<file path="src/rtl/alu_seq_ctrl.sv">
// Multi-byte sequencer that drives a shared combinational 8-bit ALU one byte per pass, LSB first.
// Optional macro ALU_SEQ_FLAGS_EN adds registered rsp_zero / rsp_ovf outputs.
module alu_seq_ctrl #(
  parameter  int NBYTES = 4,
  localparam int W      = 8 * NBYTES
) (
  input  logic         clk,
  input  logic         rst,
  input  logic         req_valid,
  output logic         req_ready,
  input  logic [1:0]   req_op,
  input  logic [W-1:0] req_a,
  input  logic [W-1:0] req_b,
  output logic         rsp_valid,
  input  logic         rsp_ready,
  output logic [W-1:0] rsp_result,
  output logic         rsp_carry,
  output logic [7:0]   alu_a,
  output logic [7:0]   alu_b,
  output logic [1:0]   alu_cond,
  input  logic [7:0]   alu_out,
  input  logic         alu_carry
`ifdef ALU_SEQ_FLAGS_EN
  ,
  output logic         rsp_zero,
  output logic         rsp_ovf
`endif
);

  localparam int         IW     = (NBYTES > 1) ? $clog2(NBYTES) : 1;
  localparam logic [1:0] OP_SUB = 2'b01;
  localparam logic [1:0] OP_ADD = 2'b00;

  typedef enum logic [1:0] {IDLE, P1, P2, DONE} state_t;

  state_t        state;
  logic [1:0]    op_q;
  logic [W-1:0]  a_q;
  logic [W-1:0]  b_q;        // SUB stores ~B so every arithmetic pass is an ADD
  logic [W-1:0]  res_q;
  logic          c_q;
  logic          c1_q;
  logic [IW-1:0] i_q;

  logic          advance;
  logic          last;
  logic          c_next;
  logic [W-1:0]  res_next;

  assign req_ready = (state == IDLE) && !rst;

  // NOTE: every signal assigned here gets a default first so no latch is inferred.
  always_comb begin
    advance  = 1'b0;
    c_next   = c_q;
    res_next = res_q;
    res_next[8*int'(i_q) +: 8] = alu_out;
    last     = (i_q == IW'(NBYTES - 1));
    case (state)
      P1: begin
        if (op_q[1]) begin
          advance = 1'b1;
          c_next  = 1'b0;
        end else if (!c_q) begin
          advance = 1'b1;
          c_next  = alu_carry;
        end
      end
      P2: begin
        advance = 1'b1;
        c_next  = c1_q | alu_carry;
      end
      default: ;
    endcase
  end

  // NOTE: all state is updated with non-blocking assignments so every register samples pre-edge values.
  always_ff @(posedge clk or posedge rst) begin
    if (rst) begin
      state      <= IDLE;
      op_q       <= OP_ADD;
      a_q        <= '0;
      b_q        <= '0;
      res_q      <= '0;
      c_q        <= 1'b0;
      c1_q       <= 1'b0;
      i_q        <= '0;
      alu_a      <= '0;
      alu_b      <= '0;
      alu_cond   <= 2'b00;
      rsp_valid  <= 1'b0;
      rsp_result <= '0;
      rsp_carry  <= 1'b0;
`ifdef ALU_SEQ_FLAGS_EN
      rsp_zero   <= 1'b0;
      rsp_ovf    <= 1'b0;
`endif
    end else begin
      case (state)
        IDLE: begin
          if (req_valid && req_ready) begin
            op_q     <= req_op;
            a_q      <= req_a;
            b_q      <= (req_op == OP_SUB) ? ~req_b : req_b;
            c_q      <= (req_op == OP_SUB);
            i_q      <= '0;
            alu_a    <= req_a[7:0];
            alu_b    <= (req_op == OP_SUB) ? ~req_b[7:0] : req_b[7:0];
            alu_cond <= req_op[1] ? req_op : 2'b00;
            state    <= P1;
          end
        end
        P1, P2: begin
          if (advance) begin
            res_q <= res_next;
            c_q   <= c_next;
            if (last) begin
              state      <= DONE;
              rsp_valid  <= 1'b1;
              rsp_result <= res_next;
              rsp_carry  <= c_next;
`ifdef ALU_SEQ_FLAGS_EN
              rsp_zero   <= (res_next == '0);
              rsp_ovf    <= !op_q[1] && (a_q[W-1] == b_q[W-1]) && (res_next[W-1] != a_q[W-1]);
`endif
              alu_a      <= '0;
              alu_b      <= '0;
              alu_cond   <= 2'b00;
            end else begin
              i_q      <= i_q + IW'(1);
              alu_a    <= a_q[8*(int'(i_q) + 1) +: 8];
              alu_b    <= b_q[8*(int'(i_q) + 1) +: 8];
              alu_cond <= op_q[1] ? op_q : 2'b00;
              state    <= P1;
            end
          end else begin
            // Carry-in pending: add the incoming carry to the partial sum in a second pass.
            c1_q     <= alu_carry;
            alu_a    <= alu_out;
            alu_b    <= 8'h01;
            alu_cond <= 2'b00;
            state    <= P2;
          end
        end
        DONE: begin
          if (rsp_ready) begin
            rsp_valid <= 1'b0;
            state     <= IDLE;
          end
        end
        default: state <= IDLE;
      endcase
    end
  end

endmodule

</file>
<file path="config.mk">
export PLATFORM = sky130hd
export DESIGN_NAME = alu_seq_ctrl
export DESIGN_NICKNAME = d
export VERILOG_FILES = /design/src/rtl/alu_seq_ctrl.sv
export SDC_FILE = /design/constraint.sdc
export NUM_CORES = 1
export LEC_CHECK = 0
export CAP_MARGIN = 30
export CORE_MARGIN = 3
export CORE_UTILIZATION = 35
export CTS_BUF_LIST = sky130_fd_sc_hd__clkbuf_8
export DETAILED_ROUTE_END_ITERATION = 7
export MAX_ROUTING_LAYER = met4
export PLACE_DENSITY_LB_ADDON = 0.15
export SLEW_MARGIN = 20
export SYNTH_ARGS = -nofsm -noshare
export SYNTH_HDL_FRONTEND = slang
export SYNTH_SLANG_ARGS = --single-unit
export TNS_END_PERCENT = 100
</file>
<file path="constraint.sdc">
create_clock -name clk -period 4.66 [get_ports clk]
set_clock_uncertainty 0.15 [all_clocks]
set_input_delay 0.932 -clock clk [delete_from_list [all_inputs] [get_ports clk]]
set_output_delay 0.932 -clock clk [all_outputs]
set_load 0.01 [all_outputs]
</file>
After elaboration in Yosys (flattened, before gate mapping):

Index checks and enable logic that the tools add are counted.

* output and inout port bits: 53
* word-level logic and storage cells: 90
* input port bits: 79
* flip-flop bits (word level): 156

* mux-type cells: 39
* bitwise logic cells: 4
* eq/ne operators: 10
* reduce and logical (&&, ||, !) cells: 16
* shifts and indexed selects: 4
* $add $sub $neg: 3

Operator list (number)
* $mux 8: 7
* $neg 5->33: 1
* $shift 8x33->32 const A: 1
* $shiftx 8x33->32: 1
* $bwmux 32: 1
* $mux 32: 1
* $not 32->32: 1
* $pmux 8 s2: 2
* $shiftx 32x32->8: 1
* $shiftx 32x7->8: 1
* $mux 2: 12
* $reduce_and 2->1: 5
* $mux 1: 9
* $ne 2x2->1 const B: 4
* $not 8->8: 1
* $pmux 1 s2: 4
* $pmux 2 s2: 2
* $reduce_and 4->1: 2
* $eq 2x2->1 const B: 3
* $pmux 2 s3: 1
* $reduce_and 3->1: 2
* $eq 2x1->1 const B: 2
* $reduce_bool 2->1: 2
* $add 2x1->3 const B: 1
* 8 further kinds: 9

Longest topological paths before layout:

* word-level depth: 5
* depth in mapped cells: 9
* depth with buffers taken out: 6

Least setup slack after synthesis:

OpenSTA, ideal clock, no wires.

* path kind: reg2reg
* start: reg i_q[0]
* end: reg res_q[10]
* cell stages (with the launch flop): 10
* data required time: 4389 ps
* buffers on the path: 4
* slack: 2202 ps
* clock period less this slack: 2458 ps
* arrival: 2187 ps
* library setup time: 121 ps
* cells stage by stage: dfrtp_1 > buf_4 > inv_2 > buf_1 > ha_1 > and2_1 > buf_1 > and3_1 > buf_2 > a22o_1

* word-level cells in the longest chain between the ends: 3
* elaborated cells on any way between the ends: 4
* classes of those cells: add/sub: 1; shift: 2; mux: 1

Ends and longest elaborated chain
* start, declared: RTL line 43 `logic [IW-1:0] i_q;`
* start signal, assigned: RTL line 130 `i_q <= i_q + IW'(1);`
* $neg 5->33 *: RTL line 57 `res_next[8*int'(i_q) +: 8] = alu_out;`
* $shiftx 8x33->32 or $shift 8x33->32 (tied branches): RTL line 57
* $bwmux 32 *: RTL line 57
* end signal, assigned: RTL line 115 `res_q <= res_next;`
* end, declared: RTL line 40 `logic [W-1:0] res_q;`

Every way passes the cells marked *; elsewhere a longest branch is shown, timed or not.
A chain may end at the register's enable or synchronous reset.

Worst setup path in the final report:

* start: reg state[0]
* end: out req_ready

* word-level cells in the longest chain between the ends: 2

Ends and longest elaborated chain
* start, declared: RTL line 36 `state_t state;`
* start signal, assigned: RTL line 80 `state <= IDLE;`
* start signal, assigned: RTL line 110 `state <= P1;`
* start signal, assigned: RTL line 118 `state <= DONE;`
* $logic_not 2->1: RTL line 50 `assign req_ready = (state == IDLE) && !rst;`
* $logic_and 1x1->1: RTL line 50
* end, declared: RTL line 10 `output logic req_ready,`

No other way between the ends.

==> qor.csv <==
stage,metric,value,unit
setup_path,R2R cell count,6,
floorplan,I/O pins,132,
cts,Post-CTS Setup Repair Bufs,0,
route,DR vias,5215,
floorplan,height of the die,146,um
route,routed wl met3,999,um
cells_and_area,"most common cell after layout, fill and taps aside",dfrtp_1,
synth,YS warnings,0,
synth,sequential area share after synthesis,50.9,%
cts,clock buffer depth,2,
sta,min cycle time layout,3.56,ns
synth,ys async rst share,100,%
cts,H-Tree Depth,4,
hold_path,HP Class,flip-flop to flip-flop,
synth,main combinational cell family by area after synthesis,compound AO/OA/AOI/OAI gates,
sta,Rel. slew slack,45.7,%
floorplan,Initial Utilization,36.2,%
cells_and_area,area delta synth->final,27.8,%
sta,RSZ-0062 raised after global routing,false,
cts,CTS tree,built,
setup_path,CP peak stage delay,0.55,ns
grt,Overflow after GRT,0,
cts,clock sink total,140,
cts,post-CTS sizing,0,
cells_and_area,n_diodes,0,
route,Via density,5.07,
sta,Tightest Pin Transition,0.815,ns
synth,XOR/XNOR share of the synthesized area,4.08,%
setup_path,Crit Path Max Fanout,14,
synth,top_reg_cell synth,dfrtp_1,
sta,fin crit share,76.4,%
setup_path,CP startpoint,state[0]$_DFFE_PP0P_,
power_and_ir_drop,leakage,3.63,nW
sta,final hold violations,0,
placed_design,port bufs,131,
setup_path,most frequent CP cell,inv_1,
setup_path,Crit. End Element,output port,
route,drt drc,0,
setup_path,Critical Path Sink,req_ready,
cts,Worst-path clk slew,0.08,ns
setup_path,CP startpoint kind,flip-flop,
grt,vias in the first global route,5270,
synth,"EDFF count, synth",0,
synth,share of synthesized area spent on multiplexers,7.15,%
setup_path,critical path required time,3.58,ns
sta,Post-Route Setup TNS,0,ns
grt,largest net degree at the start of global routing,99,
grt,first-pass GRT wire length,28600,um
cells_and_area,layout cells sized above 1,12.9,%
synth,Seq cells post-synth,140,
grt,initial antenna violation count,0,
route,Antenna Nets Post-Route,0,
route,wire length on met1,8140,um
placed_design,detailed placement HPWL,12400,um
placed_design,routability cong.,0.803,
cts,Clock Latency Late Sink,0.45,ns
setup_path,worst path arrival time,2.48,ns
job,max cap viols,0,
synth,simple-gate area share of the yosys netlist,10.4,%
sta,fin. max-slew vios,0,
setup_path,R2R setup slack,1.66,ns
setup_path,RR Startpoint,state[0]$_DFFE_PP0P_,
setup_path,"Max stage delay cell, worst path",clkdlybuf4s50_1,
cells_and_area,final-layout fill cell count,1848,
setup_path,Worst Setup Path Type,flip-flop to output port,
route,WL per Instance,16.9,um
floorplan,core area,19000,um2
status,status,"complete, no violations",
placed_design,Placed Cells,997,
cells_and_area,NumNets Final,847,
sta,fmax,281,MHz
power_and_ir_drop,pwr dens,670,nW/um2
setup_path,crit path cell chain,inv_1 > ha_1 > inv_1 > nor2_1 > clkdlybuf4s50_1,
synth,Post-Synthesis Cells,647,
cells_and_area,non-filler cells in the finished layout,1029,
synth,synthesized cell area,6880,um2
route,1st-iter DRT viols,261,
cells_and_area,"commonest cells after routing, fill and taps aside","dfrtp_1, clkdlybuf4s50_1, nand2_1",
setup_path,reg-to-reg critical path endpoint,alu_b[1]$_DFFE_PP0P_,
sta,final setup violation count,0,
synth,Synth Area in Compound Gates,20.7,%
synth,"Distinct cells, synth",60,
synth,average cell area after synthesis,10.6,um2
cts,CTS buffer count,17,
cells_and_area,utilization after layout,46.2,%
floorplan,FP Rows,50,
floorplan,die area,21400,um2
route,WL met2,7990,um
power_and_ir_drop,Peak VDD IR,0.236,mV
cts,Post-CTS Hold Fix Bufs,0,
synth,area share of fa/ha/maj cells after synthesis,2.00,%
grt,total track usage,17.2,%
route,WL final,17400,um
synth,Syn Nets,737,
cts,CTS root buf,clkbuf_8,
route,drt first pass iters,5,
route,uppermost layer routed,met4,
floorplan,width of the chip,146,um
-- power breakdown --
part           internal [mW]  total [mW]  switching [mW]  leakage (nW)
Combinational           1.31        2.71            1.40          1.67
Sequential              1.79        2.13           0.345          1.76
Clock                  0.582        1.05           0.468         0.206
-- stage by stage --
stage	area, um2	hold WS (ns)	power, mW	setup slack, ns
finish	8790	0.327	5.89	1.10
global route	8790	0.357	6.35	0.923
CTS	8780	0.335	5.94	1.10
detailed placement	8350	0.317	4.87	1.46
global placement	8330	0.307	4.79	1.44
floorplan	6880	0.294	3.90	1.83
-- cell families after synthesis --
| family | after synthesis |
|---|---|
| DFF | 140 |
| AOI/OAI and AO/OA | 209 |
| xor gates and xnor gates | 32 |
| and+or+nand+nor | 147 |
| adders and majority gates | 11 |
| buffers and inverters | 64 |
| muxes | 44 |
-- cell usage after synthesis, drive strengths merged (2+ instances only) --
cell | instances | area [um2]
nor3 | 4 | 31.3
nand2 | 84 | 315
a21boi | 2 | 15.0
o22ai | 2 | 12.5
o211ai | 2 | 20.0
nand3b | 2 | 15.0
dfrtp | 140 | 3500
o21ai | 71 | 359
mux2i | 3 | 30.0
nor2b | 23 | 144
xnor2 | 31 | 272
mux2 | 41 | 462
clkinv | 2 | 7.51
o221ai | 7 | 61.3
o21a | 8 | 60.1
nand3 | 2 | 15.0
nor2 | 17 | 66.3
ha | 11 | 138
inv | 11 | 41.3
and2b | 4 | 30.0
buf | 33 | 194
a32oi | 17 | 149
and3 | 3 | 20.0
a211oi | 8 | 60.1
a221oi | 2 | 17.5
and2 | 2 | 12.5
a221o | 7 | 70.1
a22o | 32 | 280
a21oi | 35 | 186
o31ai | 4 | 30.0
a22oi | 7 | 52.6
clkbuf | 18 | 78.8
-- metal layers --
metal | GRT usage [%] | up-vias
li1 | - | 2537
met1 | 23.5 | 2478
met2 | 25.0 | 176
met3 | 4.41 | 24
met4 | 5.60 | 0
met5 | - | -
-- layout make-up --
type,instances,area (um2),share of cell area [%]
Sequential cell,140,3500,39.9
Multi-Input combinational cell,443,3060,34.9
Timing Repair Buffer,142,1410,16.1
Tap cell,260,325,3.70
Clock buffer,21,289,3.29
Clock inverter,10,139,1.58
Inverter,13,52.6,0.598
-- worst min-delay path by stage --
stage                                           from  cells after the start                          to  slack, ns
after floorplan                  b_q[25]$_DFFE_PP0P_                      2         b_q[25]$_DFFE_PP0P_       0.29
after global placement           b_q[29]$_DFFE_PP0P_                      2         b_q[29]$_DFFE_PP0P_       0.31
after detailed placement         b_q[14]$_DFFE_PP0P_                      2         b_q[14]$_DFFE_PP0P_       0.32
after CTS                        b_q[14]$_DFFE_PP0P_                      2         b_q[14]$_DFFE_PP0P_       0.34
after global routing            res_q[2]$_DFFE_PP0P_                      1        res_q[2]$_DFFE_PP0P_       0.36
final                     rsp_result[27]$_DFFE_PP0P_                      2  rsp_result[27]$_DFFE_PP0P_       0.33
-- critical path, delay by kind of cell (launching register included) --
family	cells	cell delay, ns
adder cells (fa/ha/maj)	1	0.54
flip-flops	1	0.41
AND/OR/NAND/NOR	1	0.15
buffers and inverters	3	0.93
-- sequential cells by signal (all words and copies together), names as in the netlist --
register / flops
a_q: 24
alu_a: 8
alu_b: 8
alu_cond: 2
b_q: 24
c1_q: 1
c_q: 1
i_q: 2
op_q: 2
res_q: 32
rsp_carry: 1
rsp_result: 32
rsp_valid: 1
state: 2
Power figures use the tool's default switching activity.
